==> config.mk <==
export PLATFORM = sky130hd
export DESIGN_NAME = pll_scan_responder
export DESIGN_NICKNAME = d
export VERILOG_FILES = /design/src/rtl/pll_scan_responder.sv
export SDC_FILE = /design/constraint.sdc
export NUM_CORES = 1
export LEC_CHECK = 0
export ABC_CLOCK_PERIOD_IN_PS = 2420
export CAP_MARGIN = 20
export CORE_UTILIZATION = 40
export DETAILED_ROUTE_END_ITERATION = 6
export MAX_ROUTING_LAYER = met4
export PLACE_DENSITY = 0.66
export SKIP_LAST_GASP = 1
export SYNTH_ARGS = -nofsm -noshare
export SYNTH_HDL_FRONTEND = slang
export SYNTH_SLANG_ARGS = --single-unit
==> constraint.sdc <==
create_clock -name input_clock -period 2.42 [get_ports input_clock]
set_input_delay 0.605 -clock input_clock [delete_from_list [all_inputs] [get_ports input_clock]]
set_output_delay 0.605 -clock input_clock [all_outputs]
set_load 0.05 [all_outputs]
==> src/rtl/pll_scan_responder.sv <==
// pll_scan_responder
//   Behavioral stand-in for a reconfigurable PLL's scan interface. A reconfig
//   controller shifts a configuration image in serially. It then pulses
//   configupdate to apply the image. The block models the update latency and
//   the relock time that follows, and reports lock the way a real PLL would.
//
//   All scan-side inputs are treated as plain data. They are registered once
//   on input_clock, and edge detection runs on the registered copies.
//
// Ports
//   input_clock          single clock, rising edge
//   input_reset          synchronous, active-high
//   pll_scanclk          scan clock from the reconfig circuit (sampled)
//   pll_scanclkena       shift enable
//   pll_scandata         serial scan data in
//   pll_configupdate     request to apply the scan image (rising edge)
//   pll_areset           PLL reset, active-high
//   pll_scandataout      serial scan data out (chain MSB)
//   pll_scandone         update-complete flag, held until the next shift
//   locked               emulated PLL lock
//   active_config        applied configuration image
//   shift_count          accepted shifts since last update, saturates at 255
//   output_current_state IDLE=0, SHIFT=1, UPDATE=2, RELOCK=3
module pll_scan_responder #(
  parameter int                     SCAN_LEN      = 144,
  parameter int                     UPDATE_CYCLES = 4,
  parameter int                     LOCK_CYCLES   = 16,
  parameter logic [SCAN_LEN-1:0]    INIT_CONFIG   = '0
) (
  input  logic                input_clock,
  input  logic                input_reset,
  input  logic                pll_scanclk,
  input  logic                pll_scanclkena,
  input  logic                pll_scandata,
  input  logic                pll_configupdate,
  input  logic                pll_areset,
  output logic                pll_scandataout,
  output logic                pll_scandone,
  output logic                locked,
  output logic [SCAN_LEN-1:0] active_config,
  output logic [7:0]          shift_count,
  output logic [1:0]          output_current_state
);

  typedef enum logic [1:0] {
    ST_IDLE   = 2'd0,
    ST_SHIFT  = 2'd1,
    ST_UPDATE = 2'd2,
    ST_RELOCK = 2'd3
  } state_t;

  // Counter widths are sized so the terminal value (CYCLES-1) always fits.
  localparam int UCW = (UPDATE_CYCLES > 1) ? $clog2(UPDATE_CYCLES + 1) : 1;
  localparam int LCW = (LOCK_CYCLES > 1)   ? $clog2(LOCK_CYCLES + 1)   : 1;
  localparam logic [UCW-1:0] UPD_LAST  = UCW'(UPDATE_CYCLES - 1);
  localparam logic [LCW-1:0] LOCK_LAST = LCW'(LOCK_CYCLES - 1);

  state_t              state, state_nx;
  logic [SCAN_LEN-1:0] shift_reg;
  logic [UCW-1:0]      upd_cnt;
  logic [LCW-1:0]      lock_cnt;

  // Registered scan inputs. The *_qq copies hold the previous registered
  // value and are used only for edge detection.
  logic sclk_q, sclk_qq, sena_q, sdata_q, cfg_q, cfg_qq;
  logic sclk_rise, cfg_rise;

  // Single-cycle control strobes decoded by the FSM.
  logic do_shift;    // accepted shift this cycle
  logic upd_enter;   // IDLE/SHIFT -> UPDATE
  logic upd_exit;    // normal UPDATE completion
  logic upd_abort;   // UPDATE cut short by pll_areset
  logic lock_done;   // RELOCK completed, lock acquired

  // ---------------------------------------------------------------------------
  // Input registration
  // ---------------------------------------------------------------------------
  always_ff @(posedge input_clock) begin
    if (input_reset) begin
      sclk_q  <= 1'b0;
      sclk_qq <= 1'b0;
      sena_q  <= 1'b0;
      sdata_q <= 1'b0;
      cfg_q   <= 1'b0;
      cfg_qq  <= 1'b0;
    end else begin
      sclk_q  <= pll_scanclk;
      sclk_qq <= sclk_q;
      sena_q  <= pll_scanclkena;
      sdata_q <= pll_scandata;
      cfg_q   <= pll_configupdate;
      cfg_qq  <= cfg_q;
    end
  end

  assign sclk_rise = sclk_q & ~sclk_qq;
  assign cfg_rise  = cfg_q  & ~cfg_qq;

  // ---------------------------------------------------------------------------
  // FSM: state register
  // ---------------------------------------------------------------------------
  always_ff @(posedge input_clock) begin
    if (input_reset) state <= ST_RELOCK;
    else             state <= state_nx;
  end

  // ---------------------------------------------------------------------------
  // FSM: next state and control strobes
  // ---------------------------------------------------------------------------
  always_comb begin
    state_nx  = state;
    do_shift  = 1'b0;
    upd_enter = 1'b0;
    upd_exit  = 1'b0;
    upd_abort = 1'b0;
    lock_done = 1'b0;
    case (state)
      ST_IDLE, ST_SHIFT: begin
        if (pll_areset) begin
          // Losing the PLL does not block the scan chain. Only the update
          // request is discarded.
          state_nx = ST_RELOCK;
          do_shift = sclk_rise & sena_q;
        end else if (cfg_rise) begin
          // Update wins. A coincident shift is dropped so the image being
          // applied is exactly what was in the chain when the request arrived.
          state_nx  = ST_UPDATE;
          upd_enter = 1'b1;
        end else if (sclk_rise && sena_q) begin
          state_nx = ST_SHIFT;
          do_shift = 1'b1;
        end
      end
      ST_UPDATE: begin
        if (pll_areset) begin
          state_nx  = ST_RELOCK;
          upd_abort = 1'b1;
        end else if (upd_cnt == UPD_LAST) begin
          state_nx = ST_RELOCK;
          upd_exit = 1'b1;
        end
      end
      ST_RELOCK: begin
        do_shift = sclk_rise & sena_q;
        if (!pll_areset && lock_cnt == LOCK_LAST) begin
          state_nx  = ST_IDLE;
          lock_done = 1'b1;
        end
      end
      default: state_nx = ST_RELOCK;
    endcase
  end

  // ---------------------------------------------------------------------------
  // Update-latency and relock counters
  // ---------------------------------------------------------------------------
  always_ff @(posedge input_clock) begin
    if (input_reset) begin
      upd_cnt <= '0;
    end else if (upd_enter) begin
      upd_cnt <= '0;
    end else if (state == ST_UPDATE) begin
      upd_cnt <= upd_cnt + 1'b1;
    end
  end

  // The lock counter sits at zero outside RELOCK. Every entry into RELOCK
  // therefore starts a fresh count, and any areset pulse restarts it.
  always_ff @(posedge input_clock) begin
    if (input_reset) begin
      lock_cnt <= '0;
    end else if (pll_areset || state != ST_RELOCK) begin
      lock_cnt <= '0;
    end else if (!lock_done) begin
      lock_cnt <= lock_cnt + 1'b1;
    end
  end

  // ---------------------------------------------------------------------------
  // Scan chain and applied image
  // ---------------------------------------------------------------------------
  always_ff @(posedge input_clock) begin
    if (input_reset) begin
      shift_reg <= '0;
    end else if (do_shift) begin
      shift_reg <= {shift_reg[SCAN_LEN-2:0], sdata_q};
    end
  end

  always_ff @(posedge input_clock) begin
    if (input_reset) begin
      active_config <= INIT_CONFIG;
    end else if (upd_exit) begin
      active_config <= shift_reg;
    end
  end

  always_ff @(posedge input_clock) begin
    if (input_reset) begin
      shift_count <= '0;
    end else if (upd_exit) begin
      shift_count <= '0;
    end else if (do_shift && shift_count != 8'hFF) begin
      shift_count <= shift_count + 8'd1;
    end
  end

  // ---------------------------------------------------------------------------
  // Status flags
  // ---------------------------------------------------------------------------
  always_ff @(posedge input_clock) begin
    if (input_reset) begin
      pll_scandone <= 1'b0;
    end else if (upd_exit) begin
      pll_scandone <= 1'b1;
    end else if (do_shift || upd_abort) begin
      pll_scandone <= 1'b0;
    end
  end

  // Lock is only reported in IDLE/SHIFT. It drops as soon as an update
  // starts, so it is never seen high in UPDATE or RELOCK.
  always_ff @(posedge input_clock) begin
    if (input_reset) begin
      locked <= 1'b0;
    end else if (pll_areset || upd_enter || upd_exit) begin
      locked <= 1'b0;
    end else if (lock_done) begin
      locked <= 1'b1;
    end
  end

  assign pll_scandataout      = shift_reg[SCAN_LEN-1];
  assign output_current_state = state;

endmodule

==> key figures, run 1 <==
Synth
  – Syn nets: 1391
  – Mapped Cells: 1379
  – Yosys warning count: 0
  – Cell Area, Synth: 11000 um2
  – Top post-synthesis cells by count: nand2_1 (583), dfxtp_1 (314), a21oi_1 (293), clkbuf_1 (75), buf_2 (18)
  – Yosys top cell by area: dfxtp_1
  – Synth cell types: 39
  – Mean Syn Cell Area: 7.95 um2
  – Top FF cell, synth: dfxtp_1
  – Seq/Total Area, Yosys: 57.4%
  – Synth top area cells: dfxtp_1 (57%), nand2_1 (20%), a21oi_1 (13%)
  – Async S/R FF share, synth: 0%
  – Most common cell in the netlist: nand2_1
  – Post-synth EDFFs: 0
  – Number of synthesized register bits: 314
  – Top-area cell type share of the netlist area: about 57%

Die
  – IO Count: 164
  – Row cnt: 60
  – Core area: ~27000 um2
  – Die area: about 28000 um2
  – Initial Utilization: 40.8%
  – Die Span X: 168 um
  – Chip height: 168 um

Setup path
  – Setup slack, reg-to-reg: ~390 ps
  – CP endpoint kind: output pin
  – R2R cell count: 5
  – Family with the most delay on the worst path: buffers and inverters
  – CP arrival: 1750 ps
  – Worst path slowest cell: clkdlybuf4s50_1
  – CP peak stage delay: roughly 850 ps
  – Max FO, Critical Path: 5
  – R2r startpoint: output_current_state[0]
  – CP Buf/Inv Count: 1
  – CP startpoint kind: flip-flop
  – R2r endpoint: shift_reg[21]
  – Req. time, crit path: 1810 ps
  – Cells along the critical path: clkdlybuf4s50_1
  – Worst setup path class: reg2out

Power
  – Flop pwr share: 47.9%
  – Sw Share: about a fifth
  – Net Switching: between 0.002 and 0.0025 W
  – Static leakage power: 4.69 nW
  – Pwr dens: 761 nW/um2
  – Combinational power share: 1.7%
  – Pint: 0.00866 W
  – Power share of the clock group: 50.4%
  – IR drop worst, VDD: 0.520 mV

Layout
  – Synth-to-Final Area Change: 29.6%
  – Core Util, Final: 52.8%
  – Final #Nets: 1516
  – Layout Cells excl Fill: 1868
  – Layout cell share with drive strength beyond 1: under 10%
  – Filler cell count: between 2000 and 3000
  – ANT cells: 0

Route
  – Remaining DRCs: 0
  – First-pass iteration count of the detailed router: 5
  – Via Count: 9226
  – Post-Route WL: 24.8 mm
  – Final ANT Viol Nets: 0
  – Drt wl/cell: around 13 um
  – Via density: 4.94
  – DRT iter0 DRCs: 636

Place
  – Placer Congestion: between 0.7 and 0.8
  – Number of port buffers: 163
  – Detailed Place HPWL: 15.1 mm
  – Dpl cells: 1809

GRT
  – Vias in the first global route: about 8700
  – Largest net degree at the start of global routing: 95
  – Antenna violations before repair: 0
  – Met2 GRT Util: 29.2%
  – Met1 GRT Util: 23.7%
  – Grt peak-use layer: met2
  – GR Util met3: 3.14%
  – GR Overflow Total: 0
  – First-pass GRT wire length: ~42 mm
  – GRT Overall Usage: 18.3%

Clock network
  – Worst-Skew Late Latency: 500 ps
  – Max Root-Sink Buffers: 3
  – CTS Hold Bufs: 0
  – TritonCTS clock tree: yes
  – TritonCTS Buffers: 34
  – Clock slew at reported path FFs: approximately 60 ps
  – H-tree depth: 2
  – Clock sink count: 314
  – Clk root buf: clkbuf_16

Worst hold path
  – Worst Hold End: shift_reg[0]
  – Worst hold path type: reg2reg
  – Hold Path Depth: 2
  – Worst Hold Launch: sdata_q

STA
  – Slew HR: 57.3%
  – Post-layout min period: 2360 ps
  – Setup violators final: 0
  – Final Hold Fails: 0
  – Hold slack: 449 ps
  – Fin Setup TNS: 0 ps
  – Fmax: 424 MHz
  – Final Skew: 14.3 ps
  – Unrepaired setup endpoints after global routing: false
  – Worst Tran Pin Value: 638 ps
  – Final Cycle Share: between 90% and 100%
  – Slew Viols, Final: 0

Run
  – Total of max-cap violations: 0

Status
  – Outcome: finished, final reports clean
[power groups by stage]
| stage | sequential, W | clock, W | combinational (W) |
|---|---|---|---|
| final | 0.00518 | 0.00544 | 0.000181 |
| after global routing | 0.00518 | 0.00578 | 0.000198 |
| after CTS | 0.00518 | 0.00557 | 0.000183 |
| after detailed placement | 0.00530 | 0 | 0.000182 |
| after global placement | 0.00529 | 0 | 0.000183 |
| after floorplan | 0.00530 | 0 | 0.000120 |
[cells in the final DEF (no fill, tap or decap), drive strengths merged, types with 5 or more instances in the layout]
cell           synthesis  final
a21oi                293    293
buf                   29     32
clkbuf                75     53
clkdlybuf4s50          0    154
dfxtp                314    314
ha                     5      5
inv                    5      5
nand2                583    583
nand3                  5      5
nor2                  12     12
nor2b                  8      8
[cell type report]
type / instances / area [um2] / share of cell area, %
sequential: 314 / 6290 / 44.3
multi-input combinational: 956 / 4250 / 29.9
timing repair buffer: 193 / 2030 / 14.3
clock buffer: 52 / 1060 / 7.48
tap: 341 / 427 / 3.00
clock inverter: 7 / 135 / 0.951
inverter: 5 / 18.8 / 0.132
[per-stage QoR]
stage               setup WS, ps  instance area [um2]  total power, W
floorplan                    283                11000         0.00542
global placement            -110                13000         0.00548
detailed placement          -240                13000         0.00548
CTS                         3.84                14200          0.0109
global route                10.3                14200          0.0112
finish                      61.2                14200          0.0108
[cells by family (layout without fill, tap and decap cells)]
logic type	Yosys count	count (layout)	synth area share (%)
simple gates	634	634	22.8
compound gates	310	310	14.6
mux	3	3	0.274
flops	314	314	57.4
xor+xnor	4	4	0.320
fa+ha+maj	5	5	0.571
buf+inv	109	257	4.08
[worst min-delay path: cells and delay by family, from the launching register on]
family	cells	cell delay (ps)
DFF	1	300
and+or+nand+nor	1	50
AOI/OAI and AO/OA	1	50
[worst max-delay path by stage]
stage,from,to,depth (start not counted)
after floorplan,output_current_state[0],shift_count[7],7
after global placement,pll_areset,shift_reg[122],6
after detailed placement,pll_areset,shift_reg[125],6
after CTS,shift_count[4],shift_count[4],1
after global routing,shift_count[6],shift_count[6],1
final,shift_count[6],shift_count[6],1
[routing by layer]
| metal | wire length, um | up-vias |
|---|---|---|
| li1 | - | 4713 |
| met1 | 11800 | 4276 |
| met2 | 11400 | 199 |
| met3 | 1170 | 38 |
| met4 | 480 | 0 |
| met5 | 0 | - |
[timing repair]
action / 4_1_cts / 5_1_grt
endpoints found under the setup margin: 2 / 4
buffers inserted: 0 / 0
gates resized for setup: 2 / 4
No activity file was read; power rests on OpenSTA's default activity.
==> run 2: changes to the inputs <==
--- a/config.mk
+++ b/config.mk
@@ -5,6 +5,7 @@
 export SDC_FILE = /design/constraint.sdc
 export NUM_CORES = 1
 export LEC_CHECK = 0
+export ABC_AREA = 1
 export ABC_CLOCK_PERIOD_IN_PS = 2420
 export CAP_MARGIN = 20
 export CORE_UTILIZATION = 40
@@ -12,6 +13,7 @@
 export MAX_ROUTING_LAYER = met4
 export PLACE_DENSITY = 0.66
 export SKIP_LAST_GASP = 1
+export SLEW_MARGIN = 25
 export SYNTH_ARGS = -nofsm -noshare
 export SYNTH_HDL_FRONTEND = slang
 export SYNTH_SLANG_ARGS = --single-unit
==> run 2 against run 1 <==
Against the previous run:
- clock power fell by 8.3%
- sequential power rose by 5.2%
- global-route usage fell by 0.69 points
- first-iteration DRC count fell by 14%
- worst hold slack got worse by 13 ps
- critical path depth did not move
- combinational power rose to 4.1 times the previous value
- cell count rose by 4.8%
- sequential share of layout area rose by 0.13 points
- largest cell class unchanged
==> key figures, run 2 <==
Status
  – Outcome: finished, final reports clean

Setup path
  – CP arrival: between 1500 and 2000 ps
  – CP endpoint kind: output pin
  – Worst path slowest cell: clkdlybuf4s50_1
  – CP peak stage delay: 840 ps
  – Cells along the critical path: clkdlybuf4s50_1
  – Req. time, crit path: 1810 ps
  – R2R cell count: 9
  – R2r startpoint: upd_cnt[0]
  – Worst setup path class: reg2out
  – CP Buf/Inv Count: 1
  – R2r endpoint: active_config[111]
  – Family with the most delay on the worst path: buffers and inverters
  – Max FO, Critical Path: 6
  – Setup slack, reg-to-reg: 580 ps
  – CP startpoint kind: flip-flop

Synth
  – Top-area cell type share of the netlist area: about 56%
  – Mean Syn Cell Area: 7.75 um2
  – Number of synthesized register bits: 314
  – Seq/Total Area, Yosys: roughly 56%
  – Synth top area cells: dfxtp_1 (56%), nor2_1 (20%), o21ai_0 (11%)
  – Async S/R FF share, synth: 0%
  – Top post-synthesis cells by count: nor2_1 (600), dfxtp_1 (314), o21ai_0 (245), nand2_1 (55)
  – Top FF cell, synth: dfxtp_1
  – Yosys warning count: 0
  – Syn nets: 1448
  – Most common cell in the netlist: nor2_1
  – Synth cell types: 24
  – Post-synth EDFFs: 0
  – Yosys top cell by area: dfxtp_1
  – Mapped Cells: ~1400
  – Cell Area, Synth: 11100 um2

Worst hold path
  – Hold Path Depth: 2
  – Worst hold path type: reg2reg
  – Worst Hold End: sclk_qq
  – Worst Hold Launch: sclk_q

STA
  – Setup violators final: 0
  – Fmax: between 400 and 500 MHz
  – Final Hold Fails: 0
  – Fin Setup TNS: 0 ps
  – Final Cycle Share: 97.5%
  – Post-layout min period: 2360 ps
  – PnR worst setup slack: about 61 ps
  – Slew HR: 61.8%
  – Final Skew: ~9.5 ps
  – Slew Viols, Final: 0
  – Worst Tran Pin Value: around 570 ps
  – Unrepaired setup endpoints after global routing: false

Clock network
  – H-tree depth: 2
  – Max Root-Sink Buffers: 3
  – TritonCTS clock tree: yes
  – TritonCTS Buffers: 34
  – Worst-Skew Late Latency: approximately 500 ps
  – CTS Hold Bufs: 0
  – Clk root buf: clkbuf_16
  – Clock sink count: 314
  – Clock slew at reported path FFs: ~60 ps

Place
  – Number of port buffers: between 150 and 200
  – Placer Congestion: 0.808
  – Detailed Place HPWL: 15.3 mm
  – Pre-CTS WS: 196 ps

Layout
  – Synth-to-Final Area Change: 27.2%
  – ANT cells: 0
  – Filler cell count: around 2600
  – Most common cell after layout, fill and taps aside: nor2_1
  – Commonest non-fill, non-tap cells in the layout: nor2_1 (600), dfxtp_1 (314), o21ai_0 (245), clkdlybuf4s50_1 (158), nand2_1 (54)
  – Final #Nets: between 1500 and 2000
  – Layout cell share with drive strength beyond 1: roughly 5.4%

Power
  – IR drop worst, VDD: around 0.48 mV
  – Static leakage power: 5.22 nW
  – Pwr dens: between 700 and 800 nW/um2

Route
  – Via density: 4.72
  – Post-Route WL: 24.5 mm
  – DRT iter0 DRCs: 550
  – Via Count: 9243
  – Remaining DRCs: 0
  – First-pass iteration count of the detailed router: 4
  – Drt wl/cell: ~13 um
  – Final ANT Viol Nets: 0

Die
  – IO Count: 164
  – Die Span X: 169 um
  – Row cnt: 60
  – Initial Utilization: 41.1%
  – Core area: between 20000 and 30000 um2
  – Die area: 28500 um2
  – Chip height: 169 um

GRT
  – Vias in the first global route: 8586
  – Antenna violations before repair: 0
  – GR Overflow Total: 0
  – First-pass GRT wire length: just over 40 mm
  – Largest net degree at the start of global routing: 76
  – GRT Overall Usage: 17.6%

Run
  – Total of max-cap violations: 0
## run 2: changes by cell type in the layout (fill, tap and decap cells not counted), sizes merged, moves of 4 or more
| cell | delta |
|---|---|
| nand3 | +10 |
| nand2 | -526 |
| clkbuf | -7 |
| inv | +25 |
| nor2 | +591 |
| nor2b | -8 |
| a21oi | -278 |
| clkdlybuf4s50 | +4 |
| buf | -9 |
| o21ai | +288 |
| clkinv | +7 |
## run 2: worst max-delay path by stage
stage / from / to / slack (ps) / depth (start not counted)
floorplan: shift_count[1] / shift_count[2] / 680 / 7
global placement: pll_areset / shift_reg[78] / 260 / 7
detailed placement: pll_areset / shift_reg[77] / 200 / 7
CTS: shift_count[0] / shift_count[0] / 30 / 1
global route: shift_count[4] / shift_count[4] / 20 / 1
finish: shift_count[6] / shift_count[6] / 60 / 1
## run 2: cell type report
class                      count  area, um2  share of cell area (%)
tap                          372        465                    3.29
sequential                   314       6290                    44.4
clock buffer                  46        957                    6.76
timing repair buffer         186       1960                    13.9
clock inverter                13        123                   0.866
inverter                      29        116                   0.822
multi-input combinational    997       4250                    30.0
## run 2: cell families (layout without fill, tap and decap cells)
| kind of cell | Yosys count | after routing | synth area share (%) |
|---|---|---|---|
| buf+inv | 125 | 274 | 5.52 |
| fa+ha+maj | 5 | 5 | 0.562 |
| compound gates | 307 | 307 | 13.8 |
| xor+xnor | 2 | 2 | 0.157 |
| flops | 314 | 314 | 56.5 |
| simple gates | 683 | 683 | 23.5 |
## run 2: routing by layer
metal	track usage (%)	wire length, um
met5	-	0
met2	29.9	11800
met1	21.7	11400
met4	5.06	467
met3	2.67	863
## run 2: power by group
part | leakage [nW] | switching [W] | total (W) | internal, W
clock network | 0.540 | 0.00200 | 0.00499 | 0.00299
registers | 2.54 | 0.000120 | 0.00545 | 0.00533
logic | 2.14 | 0.000475 | 0.000737 | 0.000262
total | 5.22 | 0.00260 | 0.0112 | 0.00858
## run 2: repair_timing
action | CTS | global route
setup buffers | 0 | 0
endpoints found under the hold margin | 0 | 0
endpoints found under the setup margin | 1 | 4
gates resized for setup | 1 | 4
## run 2: stage by stage
| step | instance area (um2) | cells | power (W) | utilization (%) | hold slack [ps] |
|---|---|---|---|---|---|
| floorplan | 11100 | 1436 | 0.00610 | - | 416 |
| global placement | 13100 | 1898 | 0.00628 | 48.2 | 425 |
| detailed placement | 13100 | 1898 | 0.00630 | 48.2 | 430 |
| CTS | 14200 | 1957 | 0.0113 | 52.2 | 437 |
| global route | 14200 | 1957 | 0.0117 | 52.3 | 464 |
| finish | 14200 | 1957 | 0.0112 | 52.3 | 436 |
==> run 3: changes to the inputs <==
--- a/config.mk
+++ b/config.mk
@@ -10,6 +10,7 @@
 export CAP_MARGIN = 20
 export CORE_UTILIZATION = 40
 export DETAILED_ROUTE_END_ITERATION = 6
+export GPL_TIMING_DRIVEN = 0
 export MAX_ROUTING_LAYER = met4
 export PLACE_DENSITY = 0.66
 export SKIP_LAST_GASP = 1
==> run 3 against run 2 <==
Against the previous run:
- combinational power increased by 2%
- setup slack improved by 1.2 ps
- global-route usage increased by 1.1 points
- first-iteration DRC count decreased by 17%
- power increased by 4.1%
- core utilization increased by 1.0 points
- flip-flop and latch count unchanged
- wire length increased by 5.0%
- largest cell class unchanged
==> key figures, run 3 (synthesis results as in run 2) <==
Status
  – Outcome: finished, final reports clean

STA
  – Slew Viols, Final: 0
  – Worst Tran Pin Value: 970 ps
  – Final Hold Fails: 0
  – Fmax: 424 MHz
  – Setup violators final: 0
  – Unrepaired setup endpoints after global routing: false
  – Slew HR: 35.3%
  – Final Cycle Share: a little under 100%
  – Post-layout min period: 2360 ps
  – PnR worst setup slack: 61.9 ps
  – Final Skew: 14.3 ps

Layout
  – Final instance area: roughly 14000 um2
  – Layout cell share with drive strength beyond 1: 6.98%
  – Core Util, Final: 53.3%
  – Register area: 6290 um2
  – Multi-input gate area: 4230 um2
  – ANT cells: 0
  – Filler cell count: 2578
  – Commonest non-fill, non-tap cells in the layout: nor2_1 (600), dfxtp_1 (314), o21ai_0 (245), clkdlybuf4s50_1 (157), nand2_1 (55)
  – Synth-to-Final Area Change: 29.7%
  – Most common cell after layout, fill and taps aside: nor2_1
  – Final #Nets: 1647

Die
  – IO Count: between 150 and 200
  – Chip height: between 150 and 200 um
  – Die Span X: 169 um
  – Die area: 28500 um2
  – Core area: between 20000 and 30000 um2
  – Initial Utilization: between 40 and 50%
  – Row cnt: 60

Setup path
  – Worst Setup EP: shift_count[0]
  – Max FO, Critical Path: 5
  – R2r endpoint: active_config[141]
  – CP peak stage delay: 840 ps
  – Setup slack, reg-to-reg: roughly 430 ps
  – Critical Path Stages: 1
  – R2r startpoint: upd_cnt[0]
  – CP startpoint kind: flip-flop
  – Worst path slowest cell: clkdlybuf4s50_1
  – CP endpoint kind: output pin
  – R2R cell count: 11
  – Req. time, crit path: around 1800 ps
  – Setup crit start: shift_count[0]
  – Worst setup path class: reg2out
  – Family with the most delay on the worst path: buffers and inverters
  – CP arrival: 1750 ps
  – CP Buf/Inv Count: 1
  – Cells along the critical path: clkdlybuf4s50_1

Route
  – DRT iter0 DRCs: 457
  – First-pass iteration count of the detailed router: 5
  – Via density: between 4 and 5
  – Via Count: between 9000 and 10000
  – Remaining DRCs: 0
  – Drt wl/cell: 12.7 um
  – Post-Route WL: 25.8 mm
  – Final ANT Viol Nets: 0

Clock network
  – Clock slew at reported path FFs: 60 ps
  – Clk root buf: clkbuf_16
  – Post-CTS Resized: 1
  – Number of post-CTS setup repair buffers: 0
  – Max Root-Sink Buffers: 3
  – TritonCTS Buffers: 35
  – CTS Hold Bufs: 0
  – Clock sink count: approximately 310
  – H-tree depth: 2
  – TritonCTS clock tree: yes
  – Worst-Skew Late Latency: 510 ps

GRT
  – Vias in the first global route: 8854
  – GR Overflow Total: 0
  – Antenna violations before repair: 0
  – First-pass GRT wire length: between 40 and 50 mm
  – GRT Overall Usage: between 10% and 20%
  – Largest net degree at the start of global routing: 15

Place
  – Number of port buffers: ~160
  – Detailed Place HPWL: 18.2 mm
  – Placer Congestion: 0.812
  – Placed instance area: 13200 um2
  – Pre-CTS WS: -68.1 ps

Power
  – Static leakage power: 5.40 nW
  – IR drop worst, VDD: around 0.4 mV
  – Pwr dens: 806 nW/um2

Run
  – Total of max-cap violations: 0

Worst hold path
  – Worst hold path type: in2reg
  – Hold Path Depth: 2
  – Worst Hold Launch: input_reset
## run 3: how the worst min path moves through the flow
stage | to
global placement | sclk_qq
detailed placement | sclk_qq
finish | cfg_qq
global route | cfg_q
floorplan | cfg_qq
CTS | cfg_q
## run 3: layout make-up
class | count | share of cell area [%]
sequential | 314 | 43.5
multi-input combinational | 997 | 29.3
tap | 372 | 3.22
inverter | 29 | 0.762
timing repair buffer | 162 | 11.3
clock inverter | 15 | 1.34
clock buffer | 49 | 7.06
buffer | 96 | 3.49
## run 3: metal layers
metal  vias up  part of all wire (%)  track usage [%]
li1       4992                     -                -
met1      4339                    47             23.4
met2       179                    47             31.1
met3        39                   4.0             2.76
met4         0                   2.1             5.69
met5         -                     0                -
## run 3: stage by stage
| step | setup TNS (ps) | hold slack, ps | power [W] | instances |
|---|---|---|---|---|
| 2_1_floorplan | 0 | 416 | 0.00610 | 1436 |
| 4_1_cts | 0 | 400 | 0.0118 | 2034 |
| 5_1_grt | 0 | 409 | 0.0121 | 2034 |
| 3_5_place_dp | -4490 | 433 | 0.00631 | 1970 |
| 3_3_place_gp | -915 | 425 | 0.00629 | 1970 |
| 6_report | 0 | 411 | 0.0116 | 2034 |
## run 3: power by group
group | internal, W | total (W) | switching [W]
Combinational | 0.000260 | 0.000750 | 0.000490
Sequential | 0.00533 | 0.00545 | 0.000120
Clock | 0.00338 | 0.00543 | 0.00205
Total | 0.00898 | 0.0116 | 0.00266
